**src/rtl/iter_mul.sv**
```systemverilog
// rtl/iter_mul.sv - iterative radix-2 shift-add multiplier, WIDTH x WIDTH -> 2*WIDTH, signed/unsigned
// Optional build macro: MUL_EARLY_OUT_EN (finish as soon as the remaining multiplier bits are all zero)
`timescale 1ns/1ps

module iter_mul #(
  parameter int WIDTH = 32
) (
  input  logic             mul_clk,
  input  logic             reset,
  input  logic             mul,
  input  logic             mul_signed,
  input  logic [WIDTH-1:0] x,
  input  logic [WIDTH-1:0] y,
  input  logic             choke,
  output logic [WIDTH-1:0] hi,
  output logic [WIDTH-1:0] lo,
  output logic             complete,
  output logic             busy
);

  localparam int PW = 2 * WIDTH;
  localparam int CW = $clog2(WIDTH);

  typedef enum logic [1:0] {
    S_IDLE = 2'd0,
    S_RUN  = 2'd1,
    S_DONE = 2'd2
  } state_e;

  state_e           state_q,  state_d;
  logic [CW-1:0]    count_q,  count_d;
  logic [PW-1:0]    mcand_q,  mcand_d;
  logic [WIDTH-1:0] mplier_q, mplier_d;
  logic [PW-1:0]    acc_q,    acc_d;
  logic             neg_q,    neg_d;
  logic [WIDTH-1:0] hi_q,     hi_d;
  logic [WIDTH-1:0] lo_q,     lo_d;

  logic             accept;
  logic [WIDTH-1:0] x_mag;
  logic [WIDTH-1:0] y_mag;
  logic [PW-1:0]    acc_sum;
  logic [WIDTH-1:0] mplier_shifted;
  logic             last_iter;
  logic [PW-1:0]    product;

  // Datapath helpers: operand magnitudes, one shift-add step and the signed fix-up
  always_comb begin
    accept         = mul && !choke;
    // The most negative value negates to itself, which is exactly its unsigned magnitude
    x_mag          = (mul_signed && x[WIDTH-1]) ? (~x + WIDTH'(1)) : x;
    y_mag          = (mul_signed && y[WIDTH-1]) ? (~y + WIDTH'(1)) : y;
    acc_sum        = mplier_q[0] ? (acc_q + mcand_q) : acc_q;
    mplier_shifted = mplier_q >> 1;
`ifdef MUL_EARLY_OUT_EN
    // Once no multiplier bits remain, further iterations cannot change the sum
    last_iter      = (count_q == CW'(WIDTH - 1)) || (mplier_shifted == '0);
`else
    last_iter      = (count_q == CW'(WIDTH - 1));
`endif
    product        = neg_q ? (~acc_sum + PW'(1)) : acc_sum;
  end

  // Next-state and output decode for the IDLE -> RUN -> DONE sequence
  always_comb begin
    state_d  = state_q;
    count_d  = count_q;
    mcand_d  = mcand_q;
    mplier_d = mplier_q;
    acc_d    = acc_q;
    neg_d    = neg_q;
    hi_d     = hi_q;
    lo_d     = lo_q;
    complete = 1'b0;

    case (state_q)
      S_IDLE: begin
        if (accept) begin
          mcand_d  = {{WIDTH{1'b0}}, x_mag};
          mplier_d = y_mag;
          neg_d    = mul_signed & (x[WIDTH-1] ^ y[WIDTH-1]);
          acc_d    = '0;
          count_d  = '0;
          state_d  = S_RUN;
        end
      end

      S_RUN: begin
        if (choke) begin
          // Abort: the previous product stays visible on hi/lo
          state_d = S_IDLE;
        end else begin
          acc_d    = acc_sum;
          mcand_d  = mcand_q << 1;
          mplier_d = mplier_shifted;
          count_d  = count_q + CW'(1);
          if (last_iter) begin
            {hi_d, lo_d} = product;
            state_d      = S_DONE;
          end
        end
      end

      S_DONE: begin
        // Result already committed; a held request is only taken back in IDLE
        complete = 1'b1;
        state_d  = S_IDLE;
      end

      default: begin
        state_d = S_IDLE;
      end
    endcase
  end

  // State and datapath registers, cleared by the asynchronous reset
  always_ff @(posedge mul_clk or posedge reset) begin
    if (reset) begin
      state_q  <= S_IDLE;
      count_q  <= '0;
      mcand_q  <= '0;
      mplier_q <= '0;
      acc_q    <= '0;
      neg_q    <= 1'b0;
      hi_q     <= '0;
      lo_q     <= '0;
    end else begin
      state_q  <= state_d;
      count_q  <= count_d;
      mcand_q  <= mcand_d;
      mplier_q <= mplier_d;
      acc_q    <= acc_d;
      neg_q    <= neg_d;
      hi_q     <= hi_d;
      lo_q     <= lo_d;
    end
  end

  assign hi   = hi_q;
  assign lo   = lo_q;
  assign busy = (state_q == S_RUN) || (state_q == S_DONE);

endmodule

```
**config.mk**
```make
export PLATFORM = sky130hd
export DESIGN_NAME = iter_mul
export DESIGN_NICKNAME = d
export VERILOG_FILES = /design/src/rtl/iter_mul.sv
export SDC_FILE = /design/constraint.sdc
export NUM_CORES = 1
export LEC_CHECK = 0
export ABC_AREA = 1
export BUFFER_PORTS_ARGS = -buffer_cell sky130_fd_sc_hd__buf_4
export CELL_PAD_IN_SITES_DETAIL_PLACEMENT = 0
export CELL_PAD_IN_SITES_GLOBAL_PLACEMENT = 1
export CORE_AREA = 3 3 235 191
export DETAILED_ROUTE_END_ITERATION = 6
export DIE_AREA = 0 0 238 194
export PLACE_DENSITY = 0.86
export SLEW_MARGIN = 15
export SYNTH_ARGS = -nofsm -noshare
export SYNTH_HDL_FRONTEND = slang
export SYNTH_SLANG_ARGS = --single-unit
```
**constraint.sdc**
```tcl
create_clock -name mul_clk -period 23.3 [get_ports mul_clk]
set_input_delay 4.66 -clock mul_clk [delete_from_list [all_inputs] [get_ports mul_clk]]
set_output_delay 4.66 -clock mul_clk [all_outputs]
set_load 0.02 [all_outputs]
```
After elaboration in Yosys (flattened, before gate mapping)
Cells that the tools add are included.
{"block": "word_totals", "elab_cells": 57, "output_inout_bits": 66, "inputBits": 69, "reg_bits": 232}
{"block": "op_classes", "n_bitwise": 6, "n_eq_ne": 6, "n_mux": 21, "add_sub_neg": 5, "reduce_logical": 11}
{"operator": "$mux 64", "n": 6}
{"operator": "$pmux 64 s2", "n": 2}
{"operator": "$mux 32", "n": 4}
{"operator": "$add 32x1->32 const B", "n": 2}
{"operator": "$add 64x1->64 const B", "n": 1}
{"operator": "$add 64x64->64", "n": 1}
{"operator": "$not 32->32", "n": 2}
{"operator": "$not 64->64", "n": 1}
{"operator": "$pmux 32 s2", "n": 1}
{"operator": "$mux 5", "n": 2}
{"operator": "$pmux 5 s2", "n": 1}
{"operator": "$mux 2", "n": 3}
{"operator": "$reduce_and 3->1", "n": 2}
{"operator": "$add 5x1->5 const B", "n": 1}
{"operator": "$eq 5x5->1 const B", "n": 1}
{"operator": "$ne 2x2->1 const B", "n": 2}
{"operator": "$pmux 2 s2", "n": 1}
{"operator": "$reduce_and 2->1", "n": 2}
{"operator": "$logic_and 1x1->1", "n": 3}
{"operator": "$ne 3x3->1 const B", "n": 1}
{"operator": "$eq 2x1->1 const B", "n": 1}
{"operator": "$eq 2x2->1 const B", "n": 1}
{"operator": "$logic_not 2->1", "n": 1}
{"operator": "$reduce_bool 2->1", "n": 1}
{"operator": "other kinds (6)", "n": 6}

Logic depth before layout (Yosys ltp)
{"block": "logic_depth", "word_depth": 5, "ltp_mapped": 27, "depth_no_buf": 27}

Worst setup path before layout
Ideal clock, no wire load.
{"block": "synth_timing", "path_type": "input to register", "from": "input x[0]", "to": "register mcand_q[28]", "setup_time_ns": 0.131, "required_ns": 23.169, "path_stages": 16, "n_path_buf": 0, "path_slack_ns": 16.654, "arrival_ns": 6.515, "cell_sequence": "inv_1 ha_1 nand2_1 nor2_1 nand2_1 nor3_1 nand3_1 nor2_1 inv_1 nor2_1 inv_1 nor3_1 a21oi_1 xor2_1 o21ai_0 o21ai_0"}
{"block": "synth_via", "elab_chain_cells": 5}
{"item": "from (decl)", "line": "12", "rtl": "input logic [WIDTH-1:0] x,"}
{"item": "$not 32->32", "line": "51", "rtl": "x_mag = (mul_signed && x[WIDTH-1]) ? (~x + WIDTH'(1)) : x;"}
{"item": "$add 32x1->32", "line": "51"}
{"item": "$mux 32", "line": "51"}
{"item": "$mux 64", "line": "78", "rtl": "if (accept) begin"}
{"item": "$pmux 64 s2", "line": "76", "rtl": "case (state_q)"}
{"item": "to (signal assigned)", "line": "130", "rtl": "mcand_q <= mcand_d;"}
{"item": "to (decl)", "line": "32", "rtl": "logic [PW-1:0] mcand_q, mcand_d;"}
Every way passes these cells. The select of a mux whose other input is x is not followed.
A chain may end at the register's enable or synchronous reset.

Worst setup path in the final report
{"block": "layout_timing", "from": "input choke", "to": "register count_q[3]"}
{"block": "layout_via", "elab_chain_cells": 4, "elab_cells_between_ends": 5, "cone_classes": "2 x eq/ne; 3 x reduce/logical"}
{"item": "from (decl)", "line": "14", "rtl": "input logic choke,"}
{"item": "$logic_not 1->1", "line": "49", "rtl": "accept = mul && !choke;"}
{"item": "$logic_and 1x1->1", "line": "49"}
{"item": "$ne 2x2->1 (no source line)"}
{"item": "$reduce_and 3->1 (no source line) *"}
{"item": "to (signal assigned)", "line": "129", "rtl": "count_q <= count_d;"}
{"item": "to (decl)", "line": "31", "rtl": "logic [CW-1:0] count_q, count_d;"}
Mark *: on every way between the ends. The rest lies on a longest branch, timed or not.

==> flow_summary.toml <==
[yosys]
synthTopCellsByCount = "1,335 x nand2_1, 459 x inv_1, 247 x nor2_1, 239 x nand3_1, 232 x dfrtp_1"
synth_top_flop_cell = "dfrtp_1"
yosysMostFrequentCell = "nand2_1"
avgSynthCellArea_um2 = 6.00
synth-edff-count = 0
syn-num-nets = 3474
synth-async-reset-ratio = 1.00
ys_warn_count = 0
yosysTopAreaCellShare = 0.290
ys_ff_latch = 232
synthCells = 3333
yosysSeqAreaShare = 0.290
post-synth-top-area-cell = "dfrtp_1"
synthTopCellsByArea = "dfrtp_1 29%, nand2_1 25%, inv_1 8.6%, nand3_1 6.0%, nor2_1 4.6%"
synth_area_um2 = 20000
ys_types = 52

[floorplan]
die_h_um = 194
coreArea_um2 = 42800
io_pins = 135
initial_core_util = 0.467
fp-row-count = 68
die_w_um = 238
die_area_um2 = 46200

[setup_path]
endpoint = "count_q[3]$_DFFE_PP0P_"
worstSetupPathType = "input port to register"
start_kind = "input port"
cp_max_fo = 88
required_ns = 23.76
reg2reg_slack_ns = 19.11
rr_endpoint = "hi[29]$_DFFE_PP0P_"
endpoint_kind = "register"
crit_start = "choke"
reg2reg_from = "mplier_q[0]$_DFFE_PP0P_"
r2r_cells = 17
worstPathArrival_ns = 7.76

[global_route]
grt_pass1_vias = 19300
use_met1 = 0.516
grtUsageTotal = 0.315
grt_start_max_net_pins = 102
grt_overflow = 0
grt_pass1_wl_um = 113000
use_met3 = 0.0889
grt-busiest-layer = "met1"
grtUsageMet2 = 0.407
antenna_found_initial = 1

[timing]
finalCriticalPeriod_ns = 7.30
clock_skew_ns = 0.0186
grt_setup_unrepaired = "no"
max_freq_ghz = 0.137
slew_headroom = 0.276
final.setup.tns_ns = 0
setup_viol = 0
hold_violations = 0
finalCritPeriodShare = 0.313
tightest_slew_ns = 1.09
drv_slew = 0

[clock_network]
cts_made_buffers = 26
clkLatencyLatePin_ns = 0.59
clock-sinks = 232
clockBufferDepth = 3
clock_tree.root_cell = "clkbuf_16"
cts_tree = "done"
cts_resized = 0
post_cts_buffers = 0
htree_levels = 1
holdBufCountCts = 0
clk_pin_slew_worst_paths_ns = 0.06

[finish]
final_layout_size_suffix_gt1_frac = 0.0953
diodes = 0
area_delta_synth_final_pct = 11.7
stdcell_area_um2 = 22300
nFillCells = 4481
fin_nets = 3552

[route]
vias_per_cell = 5.42
first_pass_iters = 6
totalWireLength_um = 73900
avgRoutedWirePerCell_um = 18.5
drt_iter0_drc = 2269
drc = 0
via_count = 21600
ant_nets = 0

[placed_design]
hpwl_um = 58600
place.port_buffers = 134
placed_area_um2 = 21400
gp_congestion = 0.976

[pwr]
leakagePower_uw = 0.0123
intPower_uw = 1250
max-vdd-ir-drop_uv = 81.3
power.density_nw_per_um2 = 126
power_frac_seq = 0.223
switching_share = 0.555
power_switching_uw = 1570
combPwrFrac = 0.620
clockPowerShare = 0.157

[status]
status = "completed"

[min_path]
min_path_cells = 2
hp-class = "register to register"

[job]
cap_violations = 0
-- cell families (layout without fill, tap and decap cells) --
logic type / Yosys count / count (layout) / synth area share
flip-flops: 232 / 232 / 0.290
XOR/XNOR: 47 / 47 / 0.0206
AND/OR/NAND/NOR: 1984 / 1984 / 0.413
AO/OA/AOI/OAI: 410 / 410 / 0.118
buffers and inverters: 588 / 686 / 0.112
adder cells (fa/ha/maj): 72 / 72 / 0.0454
-- worst min-delay path by stage --
stage	start	endpoint	slack, ns
after global placement	mplier_q[4]$_DFFE_PP0P_	mplier_q[4]$_DFFE_PP0P_	0.46
final	mplier_q[4]$_DFFE_PP0P_	mplier_q[4]$_DFFE_PP0P_	0.48
after detailed placement	mplier_q[20]$_DFFE_PP0P_	mplier_q[20]$_DFFE_PP0P_	0.47
after floorplan	mplier_q[25]$_DFFE_PP0P_	mplier_q[25]$_DFFE_PP0P_	0.45
after global routing	hi[12]$_DFFE_PP0P_	hi[12]$_DFFE_PP0P_	0.50
after CTS	mplier_q[2]$_DFFE_PP0P_	mplier_q[2]$_DFFE_PP0P_	0.48
-- state kept, by name (all words and copies together), names as in the netlist --
name and cells:
acc_q 64, count_q 5, hi 32, lo 32, mcand_q 64, mplier_q 32, neg_q 1, state_q 2
-- power by group through the flow --
stage                     combinational, uW  clock [uW]  sequential (uW)
final                                  1750         444              629
after CTS                              1700         448              622
after global placement                 1660           0              626
after detailed placement               1690           0              627
after global routing                   1930         465              636
after floorplan                        1250           0              561
-- layout by cell type, fill, tap and decap left out, types with 3 or more instances in the layout --
cell        netlist  final
nor2_2           22     23
clkinvlp_4        0      3
ha_1             71     70
nor2_4            9      9
clkinv_1         10      8
nand3b_1          7      7
nand3_2           9      9
clkbuf_1         67      4
xnor2_1          12     12
nand2_4           3      4
bufinv_16         0      3
a31oi_1           3      3
clkbuf_16         0     26
o211ai_1         49     49
clkinv_2          0      7
nand2_2          42     43
and3_1            3      3
and2_1            3      3
inv_1           459    457
o31ai_1           8      8
xor2_1           35     35
o21ai_1          13     13
o22ai_1          50     50
nor3_2            3      3
nand3_1         239    239
nor4_1            5      5
clkbuf_8          0      4
a21oi_1         116    116
inv_2            23     25
nand4_1          25     25
a21oi_2           3      3
nor2_1          247    246
o21ai_0         151    151
or2_2             4      4
o21a_1            3      3
nor3_1           23     23
nand2_1        1335   1333
buf_4             4    146
dfrtp_1         232    230
-- metrics by stage --
step	total power, uW	cells	setup slack [ns]	util	hold slack [ns]
CTS	2770	3991	16.09	0.522	0.485
global placement	2290	3943	15.63	0.501	0.465
floorplan	1810	3333	12.28	-	0.449
global route	3030	3991	15.78	0.522	0.504
finish	2820	3991	16.00	0.522	0.482
detailed placement	2320	3943	15.50	0.501	0.466
-- cell type report --
type	count	area, um2	area share
multi-input combinational	2513	12000	0.536
sequential	232	5810	0.260
inverter	492	1860	0.0831
timing repair buffer	146	1100	0.0491
clock buffer	34	721	0.0323
tap	560	701	0.0314
clock inverter	14	181	0.00812
-- worst max-delay path, cell delays in order --
cell      delay, ns
buf_4          0.11
nor2_1         0.23
inv_1          0.14
o21ai_0        0.17
nand2_4        0.48
clkinv_2       0.47
buf_4          0.85
nand4_1        0.25
o21ai_0        0.25
a21oi_1        0.06
-- layer usage --
metal  vias to the layer above  wire, um
met5                         -         0
met4                         0      1080
met3                        69      9070
met2                       890     27300
met1                     10000     36500
li1                      10600         -
(Power assumes the default switching activity.)
